File: src/rtl/wshb_arbiter.sv
// Two-master, one-slave pipelined Wishbone arbiter for the SDRAM frame-buffer port.
// Round-robin ownership, burst-limited tenure with drain-before-handover preemption.
module wshb_arbiter #(
    parameter int MAX_BURST = 64,
    parameter int MAX_PEND  = 8,
    parameter int ADR_W     = 32,
    parameter int DAT_W     = 32,
    parameter int SEL_W     = DAT_W / 8
) (
    input  logic             clk,
    input  logic             rst,
    // master 0 (pixel writer)
    input  logic             s0_cyc_i,
    input  logic             s0_stb_i,
    input  logic             s0_we_i,
    input  logic [SEL_W-1:0] s0_sel_i,
    input  logic [ADR_W-1:0] s0_adr_i,
    input  logic [DAT_W-1:0] s0_dat_i,
    input  logic [2:0]       s0_cti_i,
    input  logic [1:0]       s0_bte_i,
    output logic             s0_ack_o,
    output logic             s0_stall_o,
    output logic [DAT_W-1:0] s0_dat_o,
    // master 1 (display reader)
    input  logic             s1_cyc_i,
    input  logic             s1_stb_i,
    input  logic             s1_we_i,
    input  logic [SEL_W-1:0] s1_sel_i,
    input  logic [ADR_W-1:0] s1_adr_i,
    input  logic [DAT_W-1:0] s1_dat_i,
    input  logic [2:0]       s1_cti_i,
    input  logic [1:0]       s1_bte_i,
    output logic             s1_ack_o,
    output logic             s1_stall_o,
    output logic [DAT_W-1:0] s1_dat_o,
    // shared slave (SDRAM controller)
    output logic             m_cyc_o,
    output logic             m_stb_o,
    output logic             m_we_o,
    output logic [SEL_W-1:0] m_sel_o,
    output logic [ADR_W-1:0] m_adr_o,
    output logic [DAT_W-1:0] m_dat_o,
    output logic [2:0]       m_cti_o,
    output logic [1:0]       m_bte_o,
    input  logic             m_ack_i,
    input  logic             m_stall_i,
    input  logic [DAT_W-1:0] m_dat_i,
    output logic [1:0]       grant
);
    localparam int BW = $clog2(MAX_BURST + 1);
    localparam int PW = $clog2(MAX_PEND + 1);

    typedef enum logic [1:0] {IDLE, OWN0, OWN1, DRAIN} state_t;

    state_t          state_q;
    logic            owner_q;
    logic            last_q;
    logic [1:0]      grant_q;
    logic [BW-1:0]   burst_q, burst_d;
    logic [PW-1:0]   pend_q, pend_d;

    logic owning, draining, active;
    logic own_cyc, own_stb, oth_cyc;
    logic pend_full, accept, ack_ok, preempt;
    logic [1:0] ack_v, stall_v;

    assign owning    = (state_q == OWN0) || (state_q == OWN1);
    assign draining  = (state_q == DRAIN);
    assign active    = owning || draining;

    assign own_cyc   = owner_q ? s1_cyc_i : s0_cyc_i;
    assign own_stb   = owner_q ? s1_stb_i : s0_stb_i;
    assign oth_cyc   = owner_q ? s0_cyc_i : s1_cyc_i;
    assign pend_full = (pend_q == PW'(MAX_PEND));

    // Slave request side follows the registered owner only.
    assign m_cyc_o = owning ? own_cyc : (draining && (pend_q != '0));
    assign m_stb_o = owning && own_stb && !pend_full;
    assign m_we_o  = owner_q ? s1_we_i  : s0_we_i;
    assign m_sel_o = owner_q ? s1_sel_i : s0_sel_i;
    assign m_adr_o = owner_q ? s1_adr_i : s0_adr_i;
    assign m_dat_o = owner_q ? s1_dat_i : s0_dat_i;
    assign m_cti_o = owner_q ? s1_cti_i : s0_cti_i;
    assign m_bte_o = owner_q ? s1_bte_i : s0_bte_i;

    genvar gi;
    generate
        for (gi = 0; gi < 2; gi++) begin : g_port
            assign ack_v[gi]   = active && (owner_q == 1'(gi)) && m_ack_i;
            assign stall_v[gi] = !(owning && (owner_q == 1'(gi))) || m_stall_i || pend_full;
        end
    endgenerate

    assign s0_ack_o   = ack_v[0];
    assign s1_ack_o   = ack_v[1];
    assign s0_stall_o = stall_v[0];
    assign s1_stall_o = stall_v[1];
    assign s0_dat_o   = m_dat_i;
    assign s1_dat_o   = m_dat_i;
    assign grant      = grant_q;

    assign accept = m_stb_o && !m_stall_i;
    // Stray acks with nothing outstanding are dropped so pend never underflows.
    assign ack_ok = active && m_ack_i && (pend_q != '0);

    always_comb begin
        pend_d = pend_q;
        if (accept && !ack_ok)
            pend_d = pend_q + PW'(1);
        else if (!accept && ack_ok)
            pend_d = pend_q - PW'(1);
        burst_d = burst_q;
        if (accept && (burst_q < BW'(MAX_BURST)))
            burst_d = burst_q + BW'(1);
    end

    // Look at the post-accept burst count so the accept that hits the limit is the last one.
    assign preempt = owning && oth_cyc && (burst_d >= BW'(MAX_BURST));

    always_ff @(posedge clk or posedge rst) begin
        if (rst) begin
            state_q <= IDLE;
            owner_q <= 1'b0;
            last_q  <= 1'b1;
            grant_q <= 2'b00;
            burst_q <= '0;
            pend_q  <= '0;
        end else begin
            case (state_q)
                IDLE: begin
                    burst_q <= '0;
                    pend_q  <= '0;
                    if (s0_cyc_i && (!s1_cyc_i || last_q)) begin
                        state_q <= OWN0;
                        owner_q <= 1'b0;
                        grant_q <= 2'b01;
                    end else if (s1_cyc_i) begin
                        state_q <= OWN1;
                        owner_q <= 1'b1;
                        grant_q <= 2'b10;
                    end
                end
                OWN0, OWN1: begin
                    if (!own_cyc) begin
                        state_q <= IDLE;
                        last_q  <= owner_q;
                        grant_q <= 2'b00;
                        burst_q <= '0;
                        pend_q  <= '0;
                    end else begin
                        burst_q <= burst_d;
                        pend_q  <= pend_d;
                        if (preempt)
                            state_q <= DRAIN;
                    end
                end
                default: begin
                    if (!own_cyc || (pend_q == '0)) begin
                        last_q  <= owner_q;
                        burst_q <= '0;
                        pend_q  <= '0;
                        if (own_cyc && oth_cyc) begin
                            state_q <= owner_q ? OWN0 : OWN1;
                            owner_q <= !owner_q;
                            grant_q <= owner_q ? 2'b01 : 2'b10;
                        end else begin
                            state_q <= IDLE;
                            grant_q <= 2'b00;
                        end
                    end else begin
                        pend_q <= pend_d;
                    end
                end
            endcase
        end
    end
endmodule

File: config.mk
export PLATFORM = sky130hd
export DESIGN_NAME = wshb_arbiter
export DESIGN_NICKNAME = d
export VERILOG_FILES = /design/src/rtl/wshb_arbiter.sv
export SDC_FILE = /design/constraint.sdc
export NUM_CORES = 1
export LEC_CHECK = 0
export ABC_CLOCK_PERIOD_IN_PS = 4140
export CAP_MARGIN = 20
export CORE_AREA = 2 2 128 130
export DETAILED_ROUTE_END_ITERATION = 8
export DIE_AREA = 0 0 130 132
export DONT_BUFFER_PORTS = 1
export SYNTH_ARGS = -nofsm -noshare
export SYNTH_HDL_FRONTEND = slang
export SYNTH_SLANG_ARGS = --single-unit
File: constraint.sdc
create_clock -name clk -period 4.14 [get_ports clk]
set_clock_uncertainty 0.2 [all_clocks]
set_input_delay 1.242 -clock clk [delete_from_list [all_inputs] [get_ports clk]]
set_output_delay 1.242 -clock clk [all_outputs]
set_load 0.02 [all_outputs]
Word level (Yosys, flattened, before mapping)
Cells that the tools add are included.

storage, ports and cells
  bits in registers = 17
  bits in latches = 0
  memory bits (writable) = 0
  bits in read-only memories = 0
  bits of input ports = 188
  output and inout port bits = 146
  logic and storage cells = 106
  memories = 0

cells by class
  add/subtract/negate cells = 3
  multiply operators = 0
  divide/modulo/power cells = 0
  $lt $le $gt $ge = 2
  eq/ne operators = 7
  shifts and indexed selects = 0
  mux-type cells = 37
  bitwise gates (word level) = 3
  reductions and logical operators = 48

operator list
  kind                   count
  $mux W32               2
  $mux W7                3
  $mux W4                5
  $logic_and A1 B1 Y1    19
  $mux W2                9
  $pmux W7 S2            1
  $mux W1                11
  $logic_not A1 Y1       9
  $reduce_and A3 Y1      3
  $logic_or A1 B1 Y1     8
  $pmux W2 S2            2
  $pmux W4 S2            1
  $add A7 B1 Y7 const B  1
  $ge A7 B7 Y1 const B   1
  $lt A7 B7 Y1 const B   1
  $ne A3 B3 Y1 const B   2
  $reduce_bool A2 Y1     3
  $add A4 B1 Y4 const B  1
  $eq A2 B2 Y1 const B   2
  $eq A4 B4 Y1 const B   1
  $logic_not A4 Y1       1
  $pmux W1 S2            2
  $reduce_and A4 Y1      1
  $reduce_bool A4 Y1     1
  8 further kinds        10

Depth between registers and ports, before layout
Gate-level depths: netlist of the first run.

  word-level depth = 12
  depth in mapped cells = 8

Least setup slack after synthesis of the first run
No wires, ideal clock.

  path type = input port to output port
  from = in s0_cyc_i
  to = out m_cyc_o
  arrival time = 1.822 ns
  slack = 0.876 ns
  cell stages on the path = 4
  buffers on the path = 0
  cells stage by stage = inv_1 -> o21ai_1 -> nand2_1 -> o31ai_1

on the way
  cells in the longest elaborated chain, start to end = 2

ends and longest elaborated chain
  item         line  RTL
  from (decl)  13    input logic s0_cyc_i,
  $mux W1      71    assign own_cyc = owner_q ? s1_cyc_i : s0_cyc_i;
  $mux W1      77    assign m_cyc_o = owning ? own_cyc : (draining && (pend_q != '0));
  to (decl)    37    output logic m_cyc_o,

No other way between the ends.

Final worst setup path of the first run
  from = reg owner_q
  to = out m_bte_o[1]

on the way
  cells in the longest elaborated chain, start to end = 1

ends and longest elaborated chain
  item                    line  RTL
  from (decl)             56    logic owner_q;
  from (signal assigned)  164   owner_q <= !owner_q;
  $mux W2                 84    assign m_bte_o = owner_q ? s1_bte_i : s0_bte_i;
  to (decl)               44    output logic [1:0] m_bte_o,

No other way between the ends.

==> summary.txt, run 1 <==
Final layout
  • Register area: around 430 µm²
  • Share of cells above drive strength 1: approximately 45%
  • Area occupied by multi-input gates: about 1500 µm²
  • Non-filler instance count after layout: roughly 430
  • Fillers: about 1.8k
  • Nets@finish: around 400
  • Finished layout cell area: between 2000 and 2500 µm²
  • Area grow syn2layout: -5.98%

Clocking
  • Later-pin clock latency in the skew report: between 200 and 250 ps
  • Clock buffer count from CTS: 3
  • Setup bufs post-CTS: 0
  • Max Root-Sink Buffers: 2
  • Clock transition at path regs: ~50 ps
  • Resized cells post-CTS: 0
  • CTS Hold Bufs: 0
  • CTS Sinks: 17
  • CTS tree: yes
  • H-tree depth: 1
  • Clk root buf: clkbuf_16

Yosys
  • Primary FF master, synth: dfrtp_1
  • Async SR Flop Fraction: 100%
  • Post-synth EDFFs: 0
  • Count of cell types in the netlist: 47
  • Mapped cell area: 2530 µm²
  • Mux contribution to synthesized area: between 30 and 40%
  • Synth Area in XOR/XNOR: between 2 and 3%
  • Post-Synthesis Cells: 276
  • Post-synthesis compound-gate area fraction: under 10%
  • Register bit total from synthesis: 17
  • YS warnings: 0
  • Sequential fraction of the synthesis area: between 10% and 20%
  • Syn avg cell area: roughly 9.2 µm²
  • Mapped Nets: roughly 470
  • Synth Area in Adders: 2.47%
  • Main combinational cell family by area after synthesis: multiplexers
  • Simple-Gate Fraction of Synth Area: 11.3%

Placement
  • # placed instances: approximately 420
  • Port buffer count: 0
  • RePlAce Congestion: 0.972
  • DP HPWL: 10600 µm
  • Post-Place Cell Area: approximately 2300 µm²

Power and ir drop
  • Pwr Density: around 770 nW/µm²
  • Pleak: 0.858 nW
  • Total power: 1.83 mW
  • Max VDD drop: around 0.27 mV

Timing
  • Final Max Tran Viols: 0
  • # setup viols final: 0
  • Slew @ Worst Pin: ~900 ps
  • Fin. Hold Viols: 0
  • Worst slew margin: between 30% and 40%
  • RSZ-0062 raised after global routing: false
  • Final period util: 86.0%
  • Fmax: between 0.2 and 0.3 GHz
  • Setup TNS: 0 ps
  • Crit path time final: between 3000 and 4000 ps

Worst setup path
  • Endpoint type of the worst setup path: output port
  • Req. time, crit path: roughly 2700 ps
  • Crit path cell chain: buf_4 > mux2_2
  • Critical path fanouts, max: 58
  • Crit-path slowest cell: dfrtp_4
  • Critical path startpoint category: register
  • Buf/Inv on CP: 1
  • Worst path top cell family by delay: flip-flops
  • Worst Path Arrival: 2120 ps
  • CP Class: register to output port
  • Max stage delay on crit path: 870 ps

Detailed routing
  • Via-to-Cell Ratio: roughly 4.3
  • Final WL: around 12000 µm
  • Initial DRC count: roughly 130
  • Vias: 1810
  • Drt wl/cell: about 27 µm
  • DRT antenna net count: 0
  • DRC errors left: 0
  • Pre-antenna DRT Iters: 4

Floorplanning
  • Die area: 17200 µm²
  • Row count: 46
  • Initial core utilization: 16.1%
  • Chip height: 132 µm
  • # IOs: ~330
  • Die X: around 130 µm
  • Core Area: 15700 µm²

GRT
  • Met1 usage: between 10% and 20%
  • All-Layer GR Usage: 12.8%
  • Largest net degree at the start of global routing: 59
  • Grt ovf: 0
  • Met3 GRT Util: a little under a tenth
  • Met2 usage: between 20% and 30%
  • First-pass GRT wire length: about 15000 µm
  • Most crowded layer after global routing: met2
  • Antenna violations before repair: 2
  • Vias in the first global route: approximately 1.9k

Job
  • # Max-Cap Violations: 0

Min path
  • HP Class: register to register

Status
  • Run status: complete, no violations
[cell families after synthesis]
group                      after synthesis
muxes                                   85
buffers and inverters                   85
and+or+nand+nor                         53
DFF                                     17
adders and majority gates                5
AOI/OAI and AO/OA                       23
xor gates and xnor gates                 8
[cells in the mapped netlist (all sizes together), types with 5 or more instances]
cell type / number / area [µm²]
buf: 65 / 492
clkbuf: 11 / 41.3
dfrtp: 16 / 400
ha: 5 / 62.6
inv: 9 / 33.8
mux2: 81 / 916
nand2: 9 / 33.8
nor2: 16 / 60.1
o21ai: 5 / 28.8
xor2: 5 / 43.8
[placed cells by master (no fill, tap or decap), drive strengths merged, types with 4 or more instances in the layout]
| cell | n |
|---|---|
| mux2 | 81 |
| inv | 9 |
| o21ai | 5 |
| mux2i | 4 |
| xor2 | 5 |
| ha | 5 |
| nand2 | 9 |
| and2 | 4 |
| nand2b | 4 |
| dfrtp | 16 |
| nor2 | 16 |
[where the power goes]
part	total (mW)	switching [mW]	internal [mW]
logic	1.29	0.801	0.491
clock network	0.191	0.0619	0.129
registers	0.345	0.136	0.210
total	1.83	0.998	0.830
[layer usage]
metal  part of all wire [%]  wire [µm]
met5                   0.10         12
met4                   0.54         63
met3                     18       2050
met2                     46       5410
met1                     35       4140
[registers in the layout, summed over array words and instances (netlist names)]
name	flops
burst_q	7
grant	2
last_q	1
owner_q	1
pend_q	4
state_q	2
[worst min-delay path, delay by kind of cell (launching register included)]
kind	cells	cell delay, ps
flops	1	350
simple gates	1	70
xor+xnor	1	70
[metrics by stage]
stage                     setup slack (ps)  utilization (%)  hold slack [ps]
after detailed placement               689             14.6              322
after floorplan                        876                -              297
after global placement                 728             14.6              318
after CTS                              552             15.1              336
after global routing                   435             15.1              367
final                                  579             15.2              332
[path summary, 6_finish.rpt]
| path | from | to | slack, ps | cells past startpoint |
|---|---|---|---|---|
| max in group asynchronous | rst | owner_q | 2430 | 1 |
| min reg2reg | burst_q[5] | burst_q[5] | 330 | 2 |
| min in group asynchronous | rst | pend_q[1] | 800 | 1 |
| max reg2reg | owner_q | pend_q[3] | 1280 | 5 |
| min | burst_q[5] | burst_q[5] | 330 | 2 |
| max | owner_q | m_bte_o[1] | 580 | 2 |
[area by class of cell]
class / instances / share of cell area, %
antenna: 2 / 0.210
inverter: 9 / 1.42
tap: 216 / 11.3
sequential: 17 / 18.1
clock inverter: 1 / 0.210
multi-input combinational: 174 / 64.7
clock buffer: 3 / 3.15
timing repair buffer: 3 / 0.945
No activity file was read; power rests on OpenSTA's default activity.
==> run 2, diff against run 1 <==
ABC_AREA = 0   (was not set)
ABC_CLOCK_PERIOD_IN_PS = 4400   (was 4140)
clock period = 4.4 ns   (was 4.14 ns; I/O delays follow)
==> run 2 against run 1 <==
Net effect:
- combinational power fell by 7%
- setup slack improved by 160 ps
- critical path depth unchanged
- largest power group unchanged
- cell count fell by 0.24%
- via count increased by 0.33%
- critical endpoint is now m_dat_o[10]
- design area shrank 0.31%
- global-route usage barely moved
==> summary.txt, run 2 (synthesis gave the netlist of run 1 again) <==
Status
  • Run status: complete, no violations

Final layout
  • Commonest non-fill, non-tap cell in the layout: mux2_2
  • Most frequent cells in the layout: mux2_2 (79), nor2_1 (16), dfrtp_1 (15), inv_1 (9), nand2_1 (9)
  • Largest regs: burst_q (7), pend_q (4)
  • Fillers: 1782 (+1.4%)
  • Non-filler instance count after layout: 424 (-0.24%)
  • Max reg flops: 7 (unchanged)
  • Top reg by flops: burst_q
  • Area grow syn2layout: -6.27%
  • Nets@finish: 400 (-0.25%)
  • Share of cells above drive strength 1: 44.7% (-0.27 points)

GRT
  • All-Layer GR Usage: 12.8% (-0.034 points)
  • Grt ovf: 0 (unchanged)
  • Largest net degree at the start of global routing: 73 (+24%)
  • First-pass GRT wire length: 15200 µm (-1.4%)
  • Vias in the first global route: 1843 (-0.43%)
  • Antenna violations before repair: 3 (+1)

Placement
  • Port buffer count: 0 (unchanged)
  • RePlAce Congestion: 0.979 (+0.72%)
  • # placed instances: 418 (-0.24%)
  • DP HPWL: 10700 µm (+0.51%)

Timing
  • Slew @ Worst Pin: 906 ps (+4.50 ps)
  • Fmax: around 0.27 GHz
  • RSZ-0062 raised after global routing: false
  • Final period util: ~83%
  • Final Max Tran Viols: 0 (unchanged)
  • Setup TNS: 0 ps (unchanged)
  • Worst slew margin: 39.6% (+0.21 points)
  • Fin. Hold Viols: 0 (unchanged)
  • # setup viols final: 0 (unchanged)
  • Crit path time final: about 3700 ps

Worst setup path
  • Critical path fanouts, max: 72 (+24%)
  • Worst Path Arrival: 2140 ps (+20 ps)
  • Crit path cell chain: buf_4 > mux2_2
  • Max stage delay on crit path: 970 ps (+100 ps)
  • CP Class: register to output port
  • Critical path startpoint category: register
  • Crit-path slowest cell: dfrtp_4
  • Req. time, crit path: 2880 ps (+180 ps)
  • Buf/Inv on CP: 1 (unchanged)
  • Endpoint type of the worst setup path: output port
  • Worst path top cell family by delay: flip-flops

Power and ir drop
  • Pwr Density: 726 nW/µm² (-5.4%)
  • Max VDD drop: 0.246 mV (-8.1%)
  • Pleak: 0.854 nW (-0.57%)

Clocking
  • Later-pin clock latency in the skew report: 240 ps (about the same)
  • Clock transition at path regs: 50 ps (about the same)
  • H-tree depth: 1 (unchanged)
  • CTS Hold Bufs: 0 (unchanged)
  • Resized cells post-CTS: 0 (unchanged)
  • Clk root buf: clkbuf_16
  • Setup bufs post-CTS: 0 (unchanged)
  • Max Root-Sink Buffers: 2 (unchanged)
  • CTS tree: yes
  • Clock buffer count from CTS: 3 (unchanged)
  • CTS Sinks: 17 (unchanged)

Detailed routing
  • Pre-antenna DRT Iters: 4 (unchanged)
  • Initial DRC count: 75 (-41%)
  • Vias: 1816 (+0.33%)
  • DRT antenna net count: 0 (unchanged)
  • DRC errors left: 0 (unchanged)
  • Drt wl/cell: 27.7 µm (+0.76%)
  • Final WL: 11700 µm (+0.52%)
  • Via-to-Cell Ratio: 4.28 (+0.57%)

Floorplanning
  • Die X: 130 µm (unchanged)
  • Die area: 17200 µm² (unchanged)
  • Row count: 46 (unchanged)
  • Chip height: 132 µm (unchanged)
  • Initial core utilization: 16.1% (unchanged)
  • Core Area: 15700 µm² (unchanged)
  • # IOs: 334 (unchanged)

Job
  • # Max-Cap Violations: 0 (unchanged)

Min path
  • HP Class: register to register
[run 2: cell count changes in the layout (fill, tap and decap cells not counted)]
cell / delta
buf_4: -1
[run 2: layout make-up]
cell class	count	area [µm²]	area share, %
Clock inverter	1	5.00	0.211
Multi-Input combinational cell	174	1540	64.9
Timing Repair Buffer	2	15.0	0.632
Clock buffer	3	75.1	3.16
Sequential cell	17	430	18.1
Tap cell	216	270	11.4
Inverter	9	33.8	1.42
Antenna cell	2	5.00	0.211
[run 2: where the power goes]
part	leakage (nW)	switching [mW]	internal (mW)
clock	0.0409	0.0578	0.121
combinational	0.587	0.740	0.458
sequential	0.226	0.151	0.197
total	0.854	0.948	0.776
[run 2: worst register-to-register path, stage by stage, from the launching register on]
cell	delay (ps)
dfrtp_4	970
mux2_4	470
a311o_1	380
or4_1	450
o21ai_2	100
mux2_1	330
[run 2: final timing paths]
kind                                  from          end  slack, ps  cells past startpoint
min in group asynchronous              rst    pend_q[2]        870                      1
max in group asynchronous              rst      owner_q       2610                      1
worst max-delay path               owner_q  m_dat_o[10]        740                      2
worst min register to register  state_q[0]   state_q[0]        350                      1
worst max register to register     owner_q    pend_q[3]       1380                      5
worst min-delay path            state_q[0]   state_q[0]        350                      1
[run 2: metrics by stage]
step	power, mW	cell area (µm²)	setup WS [ps]	utilization (%)	hold slack, ps
floorplan	1.40	2530	980	-	297
global placement	1.54	2290	821	14.6	321
detailed placement	1.57	2290	830	14.6	338
CTS	1.75	2370	733	15.1	350
global route	1.83	2370	618	15.1	389
finish	1.72	2370	740	15.1	350
[run 2: metal layers]
metal	vias up	track usage, %	wire length (µm)
li1	768	-	-
met5	-	0	25
met4	4	2.75	179
met2	170	20.3	5350
met1	854	14.0	4130
met3	20	8.89	2050
